File: config.mk
export PLATFORM = sky130hd
export DESIGN_NAME = char_mem_sequencer
export DESIGN_NICKNAME = d
export VERILOG_FILES = /design/src/rtl/char_mem_sequencer.sv
export SDC_FILE = /design/constraint.sdc
export NUM_CORES = 1
export LEC_CHECK = 0
export BUFFER_PORTS_ARGS = -buffer_cell sky130_fd_sc_hd__clkbuf_2
export CAP_MARGIN = 20
export CORE_MARGIN = 3
export CORE_UTILIZATION = 30
export DETAILED_ROUTE_END_ITERATION = 12
export GPL_TIMING_DRIVEN = 0
export PLACE_DENSITY = 0.58
export SLEW_MARGIN = 20
export SYNTH_ARGS = -nofsm -noshare
export SYNTH_HDL_FRONTEND = slang
export SYNTH_SLANG_ARGS = --single-unit
File: constraint.sdc
create_clock -name clk -period 2.25 [get_ports clk]
set_input_delay 0.225 -clock clk [delete_from_list [all_inputs] [get_ports clk]]
set_output_delay 0.225 -clock clk [all_outputs]
set_load 0.05 [all_outputs]
File: src/rtl/char_mem_sequencer.sv
// Purpose: time-shares the character/font BRAM port between video slots, CPU byte access and a fill/scroll engine.
// Latency: CPU write lands on the first free cycle after the strobe; CPU read data returns 2..4 cycles after the strobe.
// Backpressure: cpu_busy holds off further CPU strobes (extra strobes are dropped); eng_start is ignored while eng_busy.
// Build option: define CHARSEQ_SCROLL_EN to include the scroll-up states and hold register; otherwise fill only.
module char_mem_sequencer #(
    parameter int TEXT_CELLS = 3600,
    parameter int COLS       = 100
) (
    input  logic        clk,
    input  logic        resetq,
    input  logic        vid_own,
    input  logic [12:0] vid_addr,
    input  logic        cpu_rd,
    input  logic        cpu_wr,
    input  logic [12:0] cpu_addr,
    input  logic [7:0]  cpu_wdata,
    output logic [7:0]  cpu_rdata,
    output logic        cpu_rvalid,
    output logic        cpu_busy,
    input  logic        eng_start,
    input  logic        eng_op,
    input  logic [7:0]  eng_fill,
    output logic        eng_busy,
    output logic        eng_done,
    output logic [12:0] mem_addr,
    output logic        mem_we,
    output logic [7:0]  mem_wdata,
    input  logic [7:0]  mem_rdata
);

    // The index counter and BRAM address are 13 bits; the text area and row pitch must fit inside it.
    if (COLS < 1 || COLS >= TEXT_CELLS || TEXT_CELLS > 8192) begin : g_cfg_check
        $error("char_mem_sequencer: need 1 <= COLS < TEXT_CELLS <= 8192");
    end

    localparam logic [2:0] ST_IDLE   = 3'd0;
    localparam logic [2:0] ST_FILL   = 3'd1;
`ifdef CHARSEQ_SCROLL_EN
    localparam logic [2:0] ST_SC_RD  = 3'd2;
    localparam logic [2:0] ST_SC_WR  = 3'd3;
    localparam logic [2:0] ST_SC_CLR = 3'd4;
`endif
    localparam logic [2:0] ST_DONE   = 3'd5;

    localparam logic [12:0] LAST_CELL   = 13'(TEXT_CELLS - 1);
`ifdef CHARSEQ_SCROLL_EN
    localparam logic [12:0] LAST_SCROLL = 13'(TEXT_CELLS - COLS - 1);
    localparam logic [12:0] ROW_PITCH   = 13'(COLS);
`endif

    // ------------------------------------------------------------------
    // Slot arbitration: video owns the port outright; otherwise a pending
    // CPU request beats the engine.
    // ------------------------------------------------------------------
    logic        cpu_pend_q;
    logic        cpu_is_wr_q;
    logic [12:0] cpu_addr_q;
    logic [7:0]  cpu_wdata_q;
    logic        cpu_rwait_q;
    logic [7:0]  cpu_rdata_q;

    logic        free_slot;
    logic        cpu_gnt;
    logic        eng_slot;
    logic        cpu_accept;

    assign free_slot  = ~vid_own;
    assign cpu_gnt    = free_slot & cpu_pend_q;
    assign eng_slot   = free_slot & ~cpu_pend_q;
    assign cpu_busy   = cpu_pend_q | cpu_rwait_q;
    assign cpu_accept = (cpu_rd | cpu_wr) & ~cpu_busy;

    // Read data is forwarded straight from the BRAM in the rvalid cycle and held afterwards.
    assign cpu_rvalid = cpu_rwait_q;
    assign cpu_rdata  = cpu_rwait_q ? mem_rdata : cpu_rdata_q;

    // CPU request register: one deep, write wins a simultaneous read/write strobe.
    always_ff @(posedge clk) begin
        if (!resetq) begin
            cpu_pend_q  <= 1'b0;
            cpu_is_wr_q <= 1'b0;
            cpu_addr_q  <= '0;
            cpu_wdata_q <= '0;
            cpu_rwait_q <= 1'b0;
            cpu_rdata_q <= '0;
        end else begin
            if (cpu_accept) begin
                cpu_pend_q  <= 1'b1;
                cpu_is_wr_q <= cpu_wr;
                cpu_addr_q  <= cpu_addr;
                cpu_wdata_q <= cpu_wdata;
            end else if (cpu_gnt) begin
                cpu_pend_q  <= 1'b0;
            end
            cpu_rwait_q <= cpu_gnt & ~cpu_is_wr_q;
            if (cpu_rwait_q) begin
                cpu_rdata_q <= mem_rdata;
            end
        end
    end

    // ------------------------------------------------------------------
    // Fill / scroll engine
    // ------------------------------------------------------------------
    logic [2:0]  state_q, state_d;
    logic [12:0] idx_q, idx_d;
    logic [7:0]  fill_q, fill_d;
    logic        eng_we;
    logic [12:0] eng_addr;
    logic [7:0]  eng_wdata;
`ifdef CHARSEQ_SCROLL_EN
    logic [7:0]  hold_q, hold_d;
    logic        cap_q, cap_d;
    logic [7:0]  sc_data;

    // The capture cycle after a scroll read is spent already in SC_WR: the
    // write may use the live BRAM data in that cycle, so each scrolled cell
    // costs exactly two free cycles.
    assign sc_data = cap_q ? mem_rdata : hold_q;
`endif

    // Engine next-state, address and write strobe.
    always_comb begin
        state_d   = state_q;
        idx_d     = idx_q;
        fill_d    = fill_q;
        eng_we    = 1'b0;
        eng_addr  = '0;
        eng_wdata = '0;
`ifdef CHARSEQ_SCROLL_EN
        hold_d    = hold_q;
        cap_d     = 1'b0;
`endif
        case (state_q)
            ST_IDLE: begin
                if (eng_start) begin
                    fill_d = eng_fill;
                    idx_d  = '0;
`ifdef CHARSEQ_SCROLL_EN
                    state_d = eng_op ? ST_SC_RD : ST_FILL;
`else
                    state_d = eng_op ? ST_DONE : ST_FILL;
`endif
                end
            end
`ifdef CHARSEQ_SCROLL_EN
            ST_FILL, ST_SC_CLR: begin
`else
            ST_FILL: begin
`endif
                eng_addr = idx_q;
                if (eng_slot) begin
                    eng_we    = 1'b1;
                    eng_wdata = fill_q;
                    if (idx_q == LAST_CELL) begin
                        idx_d   = '0;
                        state_d = ST_DONE;
                    end else begin
                        idx_d   = idx_q + 13'd1;
                    end
                end
            end
`ifdef CHARSEQ_SCROLL_EN
            ST_SC_RD: begin
                eng_addr = idx_q + ROW_PITCH;
                if (eng_slot) begin
                    cap_d   = 1'b1;
                    state_d = ST_SC_WR;
                end
            end
            ST_SC_WR: begin
                eng_addr = idx_q;
                if (cap_q) begin
                    hold_d = mem_rdata;
                end
                if (eng_slot) begin
                    eng_we    = 1'b1;
                    eng_wdata = sc_data;
                    idx_d     = idx_q + 13'd1;
                    state_d   = (idx_q == LAST_SCROLL) ? ST_SC_CLR : ST_SC_RD;
                end
            end
`endif
            ST_DONE: begin
                state_d = ST_IDLE;
            end
            default: begin
                state_d = ST_IDLE;
            end
        endcase
    end

    // Engine state registers; reset aborts any operation without a done pulse.
    always_ff @(posedge clk) begin
        if (!resetq) begin
            state_q <= ST_IDLE;
            idx_q   <= '0;
            fill_q  <= '0;
`ifdef CHARSEQ_SCROLL_EN
            hold_q  <= '0;
            cap_q   <= 1'b0;
`endif
        end else begin
            state_q <= state_d;
            idx_q   <= idx_d;
            fill_q  <= fill_d;
`ifdef CHARSEQ_SCROLL_EN
            hold_q  <= hold_d;
            cap_q   <= cap_d;
`endif
        end
    end

    assign eng_busy = (state_q != ST_IDLE);
    assign eng_done = (state_q == ST_DONE);

    // ------------------------------------------------------------------
    // BRAM port mux. eng_we is only raised on eng_slot, so no write can
    // ever collide with a video slot.
    // ------------------------------------------------------------------
    always_comb begin
        mem_we    = 1'b0;
        mem_wdata = '0;
        if (vid_own) begin
            mem_addr = vid_addr;
        end else if (cpu_gnt) begin
            mem_addr  = cpu_addr_q;
            mem_we    = cpu_is_wr_q;
            mem_wdata = cpu_is_wr_q ? cpu_wdata_q : 8'h00;
        end else begin
            mem_addr  = eng_addr;
            mem_we    = eng_we;
            mem_wdata = eng_wdata;
        end
    end

endmodule

# [Yosys cells after proc, flatten, opt, wreduce, memory -nomap -nowiden]
# Cells that the tools add are included.
[totals] ff_bits=56 inputBits=57 output_inout_bits=34
[op_classes] addsub=1 n_eq_ne=6 muxes=24 bitwise=10 reduce_logical=7
[op_table] operator="two-way mux 13 bit" n=6
[op_table] operator="two-way mux 8 bit" n=6
[op_table] operator="case mux 13 bit (2 select lines)" n=1
[op_table] operator="adder 13 x 1 -> 13 bit, second input constant" n=1
[op_table] operator="== test 13 x 12 -> 1 bit, second input constant" n=1
[op_table] operator="two-way mux 3 bit" n=4
[op_table] operator="two-way mux 1 bit" n=6
[op_table] operator="inequality test 2 bit, second input constant" n=3
[op_table] operator="case mux 3 bit (2 select lines)" n=1
[op_table] operator="AND reduction 3 bit" n=2
[op_table] operator="bitwise AND 1 bit" n=4
[op_table] operator="NOT 1 bit" n=4
[op_table] operator="nonzero test 2 bit" n=2
[op_table] operator="== test 3 x 1 -> 1 bit, second input constant" n=1
[op_table] operator="== test 3 bit, second input constant" n=1
[op_table] operator="logical NOT 3 bit" n=1
[op_table] operator="nonzero test 3 bit" n=1
[op_table] operator="bitwise OR 1 bit" n=2
[op_table] operator="AND reduction 2 bit" n=1

# [Logic depth before layout (Yosys ltp)]
# Gate-level depths: netlist (run 1).
[logic_depth] word_depth=6 depth_mapped=6

# [Least setup slack after synthesis (run 1)]
# Ideal clock, no wire load.
[synth_path] path_kind="reg-to-output" from="register state_q[0]" to="output mem_addr[10]" arrival_time_ns=2.180 t_required_ns=2.025 slack_ns=-0.155 path_stages_with_launch=6 n_path_buf=1 cell_sequence="dfxtp_1 -> inv_1 -> nor2_1 -> clkbuf_1 -> a22oi_1 -> o21ai_0"
[synth_between] elab_chain_cells=4
[synth_rtl] element="start, declared" line="105" text="logic [2:0] state_q, state_d;"
[synth_rtl] element="start signal, assigned" line="204" text="state_q <= state_d;"
[synth_rtl] element="== test 3 x 1 -> 1 bit" line="134" text="case (state_q)"
[synth_rtl] element="two-way mux 13 bit" line="134"
[synth_rtl] element="two-way mux 13 bit" line="226" text="end else if (cpu_gnt) begin"
[synth_rtl] element="two-way mux 13 bit" line="224" text="if (vid_own) begin"
[synth_rtl] element="end, declared" line="25" text="output logic [12:0] mem_addr,"
# No other way between the ends.

# [Worst setup path in the final report (run 1)]
[layout_path] from="register state_q[0]" to="output mem_addr[5]"
# Same word-level chain as after synthesis.

==> results of run 1 <==
-- cell usage after synthesis, types with 2 or more instances --
library cell	number	area (sq um)
nand2_1	77	289
dfxtp_1	55	1100
a21boi_0	31	233
clkbuf_1	18	67.6
o21ai_0	15	75.1
a22oi_1	14	105
nor2b_1	13	81.3
nor2_1	12	45.0
and2_1	9	56.3
xnor2_1	9	78.8
a22o_1	8	70.1
mux2_2	8	90.1
nand3_1	5	25.0
a2111oi_2	4	60.1
nand4_1	4	25.0
nor2_2	4	25.0
a211oi_1	3	22.5
buf_2	3	15.0
inv_1	3	11.3
xor2_1	3	26.3
buf_6	2	22.5
nor4bb_1	2	20.0
o2111ai_1	2	17.5
o21a_1	2	15.0
or2_2	2	12.5
-- power by group through the flow --
stage / clock [uW] / combinational (uW) / sequential, uW
2_1_floorplan: 0 / 309 / 1070
3_3_place_gp: 0 / 449 / 1080
3_5_place_dp: 0 / 455 / 1080
4_1_cts: 646 / 461 / 1060
5_1_grt: 683 / 501 / 1070
6_report: 627 / 456 / 1060
-- metrics by stage --
| step | worst slack, ns | area, sq um | utilization | total power, uW |
|---|---|---|---|---|
| 4_1_cts | 0.000145 | 3440 | 0.391 | 2170 |
| 2_1_floorplan | 0.146 | 2730 | - | 1380 |
| 3_5_place_dp | 0.0182 | 3320 | 0.377 | 1540 |
| 6_report | 0.0859 | 3450 | 0.392 | 2150 |
| 5_1_grt | 0.00465 | 3450 | 0.392 | 2250 |
| 3_3_place_gp | 0.0361 | 3320 | 0.377 | 1530 |
-- registers in the layout (all words and copies together) (netlist names) --
register     cells
cpu_addr_q      13
cpu_is_wr_q      1
cpu_pend_q       1
cpu_rdata_q      8
cpu_rvalid       1
cpu_wdata_q      8
fill_q           8
idx_q           13
state_q          2
-- worst paths after layout --
path	startpoint	endpoint	slack [ns]	cells after the start
worst min register to register	fill_q[0]	fill_q[0]	0.47	2
worst max register to register	state_q[2]	idx_q[7]	0.40	6
worst max-delay path	state_q[0]	mem_addr[5]	0.09	6
worst min-delay path	eng_fill[1]	fill_q[1]	0.15	3
-- final cells by class --
cell class | instances | area share
Multi-Input combinational cell | 241 | 0.443
Clock inverter | 1 | 0.00869
Clock buffer | 6 | 0.0210
Buffer | 24 | 0.0330
Tap cell | 108 | 0.0391
Timing Repair Buffer | 90 | 0.133
Sequential cell | 55 | 0.319
Inverter | 3 | 0.00326
-- tightest hold or removal path: stages --
cell and delay [ns]:
clkbuf_2 0.08, nand2_1 0.04, a21boi_0 0.06
-- cells by family after synthesis --
group	after synthesis	share of synthesized area
XOR/XNOR	12	0.0384
multiplexers	8	0.0330
AND/OR/NAND/NOR	136	0.238
adder cells (fa/ha/maj)	1	0.00458
AO/OA/AOI/OAI	84	0.239
buffers and inverters	27	0.0439
flip-flops	55	0.403
-- layer usage --
layer	share of wire	routed length, microns
met1	0.46	3510
met3	0.063	484
met2	0.47	3600
met5	0	0
met4	0.0094	72
==> metrics.cfg, run 1 <==
[die]
ios=91
start_util=0.310
dieWidth_microns=101
fp.coreArea_sq_um=8810
dieArea_sq_um=10300
num_rows=34
die_h_microns=101

[critical_path]
cp.arrival_ns=1.94
timing.critical_path.buf_inv=3
critPathKind=flip-flop to primary output
crit_fanout=10
crit_slowest_cell=dfxtp_2
cp_top_family=buffers and inverters
cp.required_ns=2.03
cp-end-kind=primary output
critPathLaunchType=flip-flop
slowest_delay_ns=0.41
crit_chain=inv_1, nor2_2, buf_2, a22oi_1, o21ai_1, clkbuf_2

[timing]
fin_skew_ns=0.00520
rsz0062_at_grt=no
hold_viol=0
fmax_mhz=462
finalSetupTns_ns=0
worstMarginPinSlew_ns=0.551
holdWs_ns=0.146
fin_crit_ns=2.16
setup_violations=0
final.period_utilization=0.962
slew_violations=0
relSlewSlack=0.633

[clock_tree]
numCtsBuffers=5
clkTransAtPathRegs_ns=0.09
cts_sinks=55
cts_max_level=2
cts_buffer_depth=2
ctsResizeCount=9
cts_tree=built
cts_post_setup_buffers_inserted=0
cts_hold_buf=0
cts-root-buf=clkbuf_8
clock_latency_ns=0.30

[pwr]
sw_frac_of_total=0.300
switching_power_uw=645
leakagePower_uw=0.00142
seqPwrFrac=0.496
power_frac_clock=0.292
comb_power_share=0.212
intPower_uw=1500
power_density_nw_per_um2=621
vdd_drop_max_v=0.000283

[global_routing]
grt_pass1_wl_mm=12.1
grt.busiest_layer=met2
grtUsageMet2=0.240
grt_pass1_vias=2445
grt_overflow=0
gr-usage-met1=0.202
grt_max_degree=16
track_usage=0.149
gr-usage-met3=0.0269
antenna_found_initial=0

[synthesis]
syn_area_per_cell_sq_um=8.46
synth-edff-count=0
netlist_area_sq_um=2730
ys_ff_latch=55
synth_nets=381
yosysSeqAreaShare=0.403
ys_types=40
async_flop_share=0
synth_warnings=0
synth-main-ff-cell=dfxtp_1
synthCells=323

[final_layout]
mostFrequentLayoutCell=clkbuf_2
antenna_cells=0
stdcell_count=528
syn_to_final_growth_pct=26.4
register_area_sq_um=1100
layout-drive-gt1-share=0.310
filler_cell_count=924
multi_input_area_sq_um=1530
final_cell_mix=clkbuf_2 (89), nand2_1 (77), dfxtp_1 (53), a21boi_0 (31), clkbuf_1 (15)
num-nets-final=478

[routing]
dr.pass1.iters=4
routed_wl_mm=7.67
drc=0
wl_per_cell_microns=14.5
drtIter0Drc=100
vias=2595
via_per_inst=4.91
ant_nets=0

[placed_design]
portBuffers=90
place_congestion=0.862
dp_hpwl_mm=5.93
placed_cells=521

[run]
cap_violations=0

[hold_path]
hp-class=primary input to flip-flop

[outcome]
status=complete, no violations

(Power assumes the default switching activity.)
==> run 2: changes to the inputs <==
- CELL_PAD_IN_SITES_DETAIL_PLACEMENT: not set -> 0
- CELL_PAD_IN_SITES_GLOBAL_PLACEMENT: not set -> 1
- CORE_ASPECT_RATIO: not set -> 1.1
- PLACE_DENSITY: 0.58 -> 0.74
==> run 2 against run 1 <==
Non-clock buffer count stayed put. Sequential power is essentially flat. Cell area is 0.18% lower. Global-route usage about the same. Fmax rose by 2.8%. Largest cell class unchanged.
==> metrics.cfg, run 2 (synthesis gave the netlist of run 1 again) <==
[timing]
fmax_mhz=475
fin_skew_ns=0.00714
relSlewSlack=0.633
setup_violations=0
hold_viol=0
fin_crit_ns=2.10
final.period_utilization=0.935
slew_violations=0
worstMarginPinSlew_ns=0.550

[die]
dieArea_sq_um=10300
num_rows=35
ios=91
die_h_microns=106
start_util=0.317
fp.coreArea_sq_um=8630
dieWidth_microns=97.0

[final_layout]
final_cell_mix=clkbuf_2 (86), nand2_1 (77), dfxtp_1 (53), a21boi_0 (31)
top_regs=cpu_addr_q (13), idx_q (13)
syn_to_final_growth_pct=26.1
antenna_cells=0
final_core_util=0.400
layout-drive-gt1-share=0.312
mostFrequentLayoutCell=clkbuf_2
num-nets-final=478

[clock_tree]
numCtsBuffers=5
cts_tree=built
clock_latency_ns=0.31
cts-root-buf=clkbuf_8
cts_hold_buf=0
cts_max_level=2
clkTransAtPathRegs_ns=0.10
cts_sinks=55
cts_buffer_depth=2

[routing]
drtIter0Drc=68
vias=2542
routed_wl_mm=7.75
ant_nets=0
dr.pass1.iters=4
via_per_inst=4.79
drc=0
wl_per_cell_microns=14.6

[global_routing]
grt_overflow=0
grt_max_degree=16
antenna_found_initial=0
track_usage=0.149
grt_pass1_vias=2527
grt_pass1_wl_mm=12.5

[critical_path]
cp-end-kind=primary output
critPathLaunchType=flip-flop
critPathKind=flip-flop to primary output
cp.arrival_ns=1.88
crit_fanout=10
cp.required_ns=2.03

[pwr]
leakagePower_uw=0.00141
power_density_nw_per_um2=601
power_uw=2070
vdd_drop_max_v=0.000218

[hold_path]
hp-class=primary input to flip-flop

[placed_design]
place_congestion=0.815
dp_hpwl_mm=6.07
portBuffers=90

[outcome]
status=complete, no violations

[run]
cap_violations=0

## run 2: changes by cell type in the layout (fill, tap and decap cells not counted)
cell       delta
buf_2         +3
clkbuf_2      -3
clkbuf_8      +1
clkinv_2      +1
nor2_2        -1
clkbuf_1      -1
nor2_4        +1
bufinv_16     -1
## run 2: final timing paths
check	slack, ns	to	depth (start not counted)	startpoint
max	0.15	mem_wdata[4]	4	state_q[2]
min	0.14	cpu_addr_q[12]	3	cpu_addr[12]
max reg2reg	0.42	idx_q[7]	6	state_q[2]
min reg2reg	0.46	cpu_rvalid	1	cpu_is_wr_q
## run 2: timing repair
item                                    CTS  global route
endpoints found under the setup margin   21            19
resized for setup                         6            15
buffers inserted                          0             0
hold endpoints to repair                  0             0
gates cloned                              0             0
## run 2: layer usage
metal / part of all wire / up-vias / track usage
li1: - / 1310 / -
met2: 0.49 / 54 / 0.265
met3: 0.038 / 10 / 0.0269
met4: 0.018 / 0 / 0.0502
met1: 0.46 / 1168 / 0.181
met5: 0 / - / 0
## run 2: layout make-up
type                            count  area [sq um]
Clock buffer                        6          82.6
Tap cell                          111           139
Inverter                            3          11.3
Sequential cell                    55          1100
Multi-Input combinational cell    241          1540
Buffer                             24           116
Fill cell                         909          5180
Timing Repair Buffer               90           455
Clock inverter                      1          5.00
## run 2: worst max-delay path, cell delays in order, from the launching register on
cell and delay (ns):
dfxtp_1 0.44, nor4b_4 0.39, clkbuf_4 0.29, a22o_1 0.17, clkbuf_2 0.28
## run 2: report_power, final
group | switching, uW | internal (uW)
sequential | 37.2 | 1030
combinational | 308 | 150
clock | 310 | 242
## run 2: through the flow
stage / cell area [sq um] / setup WS (ns) / setup TNS [ns] / hold slack (ns) / std cells
after floorplan: 2730 / 0.146 / 0 / 0.370 / 323
after global placement: 3320 / 0.0344 / 0 / 0.432 / 524
after detailed placement: 3320 / 0.0393 / 0 / 0.436 / 524
after CTS: 3420 / 0.0146 / 0 / 0.138 / 531
after global routing: 3450 / -0.00891 / -0.00891 / 0.148 / 531
final: 3450 / 0.145 / 0 / 0.140 / 531
==> run 3: changes to the inputs <==
- CTS_BUF_LIST: not set -> sky130_fd_sc_hd__clkbuf_8
- SETUP_SLACK_MARGIN: not set -> 0.2
==> run 3 against run 2 <==
Critical path type unchanged. Fmax up 8.3%. Sequential share of layout area down 0.76 points. Global-route usage down 0.50 points. Cell area up 2.5%. Cell count up 0.19%. Critical path depth unchanged. Via count up 0.35%. Sequential power about the same. Count of clock-buffer cells in the layout down 1. Worst setup slack better by 0.16 ns.
==> metrics.cfg, run 3 (synthesis gave the netlist of run 1 again) <==
[placed_design]
portBuffers=90
dp_hpwl_mm=5.86
placed_cells=524
place_congestion=0.827

[timing]
fin_skew_ns=0.00705
worstMarginPinSlew_ns=0.544
finalSetupTns_ns=0
fin_crit_ns=1.94
final.period_utilization=0.864
rsz0062_at_grt=yes
setup_violations=0
slew_violations=0
fmax_mhz=515
hold_viol=0
relSlewSlack=0.637

[global_routing]
antenna_found_initial=0
grt_overflow=0
grt_pass1_vias=2480
grt_pass1_wl_mm=12.2
track_usage=0.144
grt_max_degree=18

[clock_tree]
clkTransAtPathRegs_ns=0.10
cts_hold_buf=0
cts_tree=built
cts_buffer_depth=2
cts_post_setup_buffers_inserted=0
cts_sinks=55
numCtsBuffers=5
cts-root-buf=clkbuf_8
clock_latency_ns=0.31
cts_max_level=2

[pwr]
power_frac_clock=0.303
comb_power_share=0.214
vdd_drop_max_v=0.000256
switching_power_uw=677
power_density_nw_per_um2=622
intPower_uw=1520
seqPwrFrac=0.484
leakagePower_uw=0.00144
sw_frac_of_total=0.308

[die]
dieArea_sq_um=10300
ios=91
dieWidth_microns=97.0
num_rows=35
die_h_microns=106
start_util=0.317
fp.coreArea_sq_um=8630

[routing]
vias=2551
ant_nets=0
wl_met1_mm=3.64
dr.pass1.iters=4
wl_met2_mm=3.50
drtIter0Drc=94
routed_wl_mm=7.62
wl_per_cell_microns=14.3
wl_met3_microns=392
routed.top_layer=met4
drc=0
via_per_inst=4.80

[critical_path]
endpoint=mem_wdata[6]
reg2reg_depth=5
r2r-start=state_q[2]
r2r_slack_ns=0.48
critPathLaunchType=flip-flop
cp-end-kind=primary output
crit_fanout=10
cp.arrival_ns=1.72
r2r_end=idx_q[11]
critPathKind=flip-flop to primary output
cp.required_ns=2.03
critPathLaunch=cpu_pend_q

[final_layout]
layout-drive-gt1-share=0.321
num-nets-final=478
stdcell_count=532
syn_to_final_growth_pct=29.3
mostFrequentLayoutCell=nand2_1
antenna_cells=0
final_cell_mix=nand2_1 (77), clkbuf_2 (73), dfxtp_1 (52), a21boi_0 (31), clkbuf_4 (22)
top_regs=cpu_addr_q (13), idx_q (13)
filler_cell_count=904

[hold_path]
hp-class=primary input to flip-flop

[outcome]
status=complete, no violations

[run]
cap_violations=0

## run 3: changes by cell type in the layout (fill, tap and decap cells not counted), moves of 2 or more
cell,before,now
clkbuf_1,14,12
clkbuf_4,3,22
buf_2,8,3
clkbuf_2,86,73
## run 3: critical path: stages, from the launching register on
cell and delay [ns]:
dfxtp_2 0.37, nor4b_4 0.39, clkbuf_8 0.25, a22o_1 0.16
clkbuf_4 0.23
## run 3: cell type report
type	count	area, sq um	share of cell area
multi-input cells	241	1540	0.434
plain buffers	24	134	0.0379
well taps	111	139	0.0393
repair buffers	90	500	0.142
inverters	3	11.3	0.00318
flip-flops and latches	55	1100	0.312
clock buffers	5	68.8	0.0195
clock inverters	3	42.5	0.0120
## run 3: worst min-delay path by stage
stage               cells past startpoint             end          from  slack [ns]
floorplan                               2       fill_q[0]   eng_fill[0]        0.37
global placement                        1      cpu_rvalid   cpu_is_wr_q        0.45
detailed placement                      1      cpu_rvalid   cpu_is_wr_q        0.44
CTS                                     3  cpu_wdata_q[6]  cpu_wdata[6]        0.13
global route                            3   cpu_addr_q[7]   cpu_addr[7]        0.13
finish                                  3       fill_q[0]   eng_fill[0]        0.14
## run 3: repair_timing
action	CTS	global route
pin swaps	0	1
gates resized for setup	35	7
endpoints found under the setup margin	22	21
## run 3: stage by stage
stage	setup WS [ns]	instance area (sq um)	hold slack, ns	total power (uW)	util
floorplan	0.219	2730	0.370	1380	-
global placement	-0.0151	3320	0.448	1530	0.385
detailed placement	-0.0165	3320	0.444	1540	0.385
CTS	0.215	3530	0.128	2230	0.409
global route	0.189	3540	0.133	2310	0.410
finish	0.306	3540	0.136	2200	0.410
## run 3: power by group through the flow
stage / Sequential (uW) / Clock [uW] / Combinational (uW)
floorplan: 1070 / 0 / 310
global placement: 1080 / 0 / 449
detailed placement: 1080 / 0 / 455
CTS: 1060 / 690 / 473
global route: 1070 / 724 / 514
finish: 1060 / 665 / 470
## run 3: metal layers
metal  up-vias  GRT usage
met5         -          0
met4         0     0.0391
met3         6     0.0269
met2        74      0.235
met1      1160      0.196
li1       1311          -
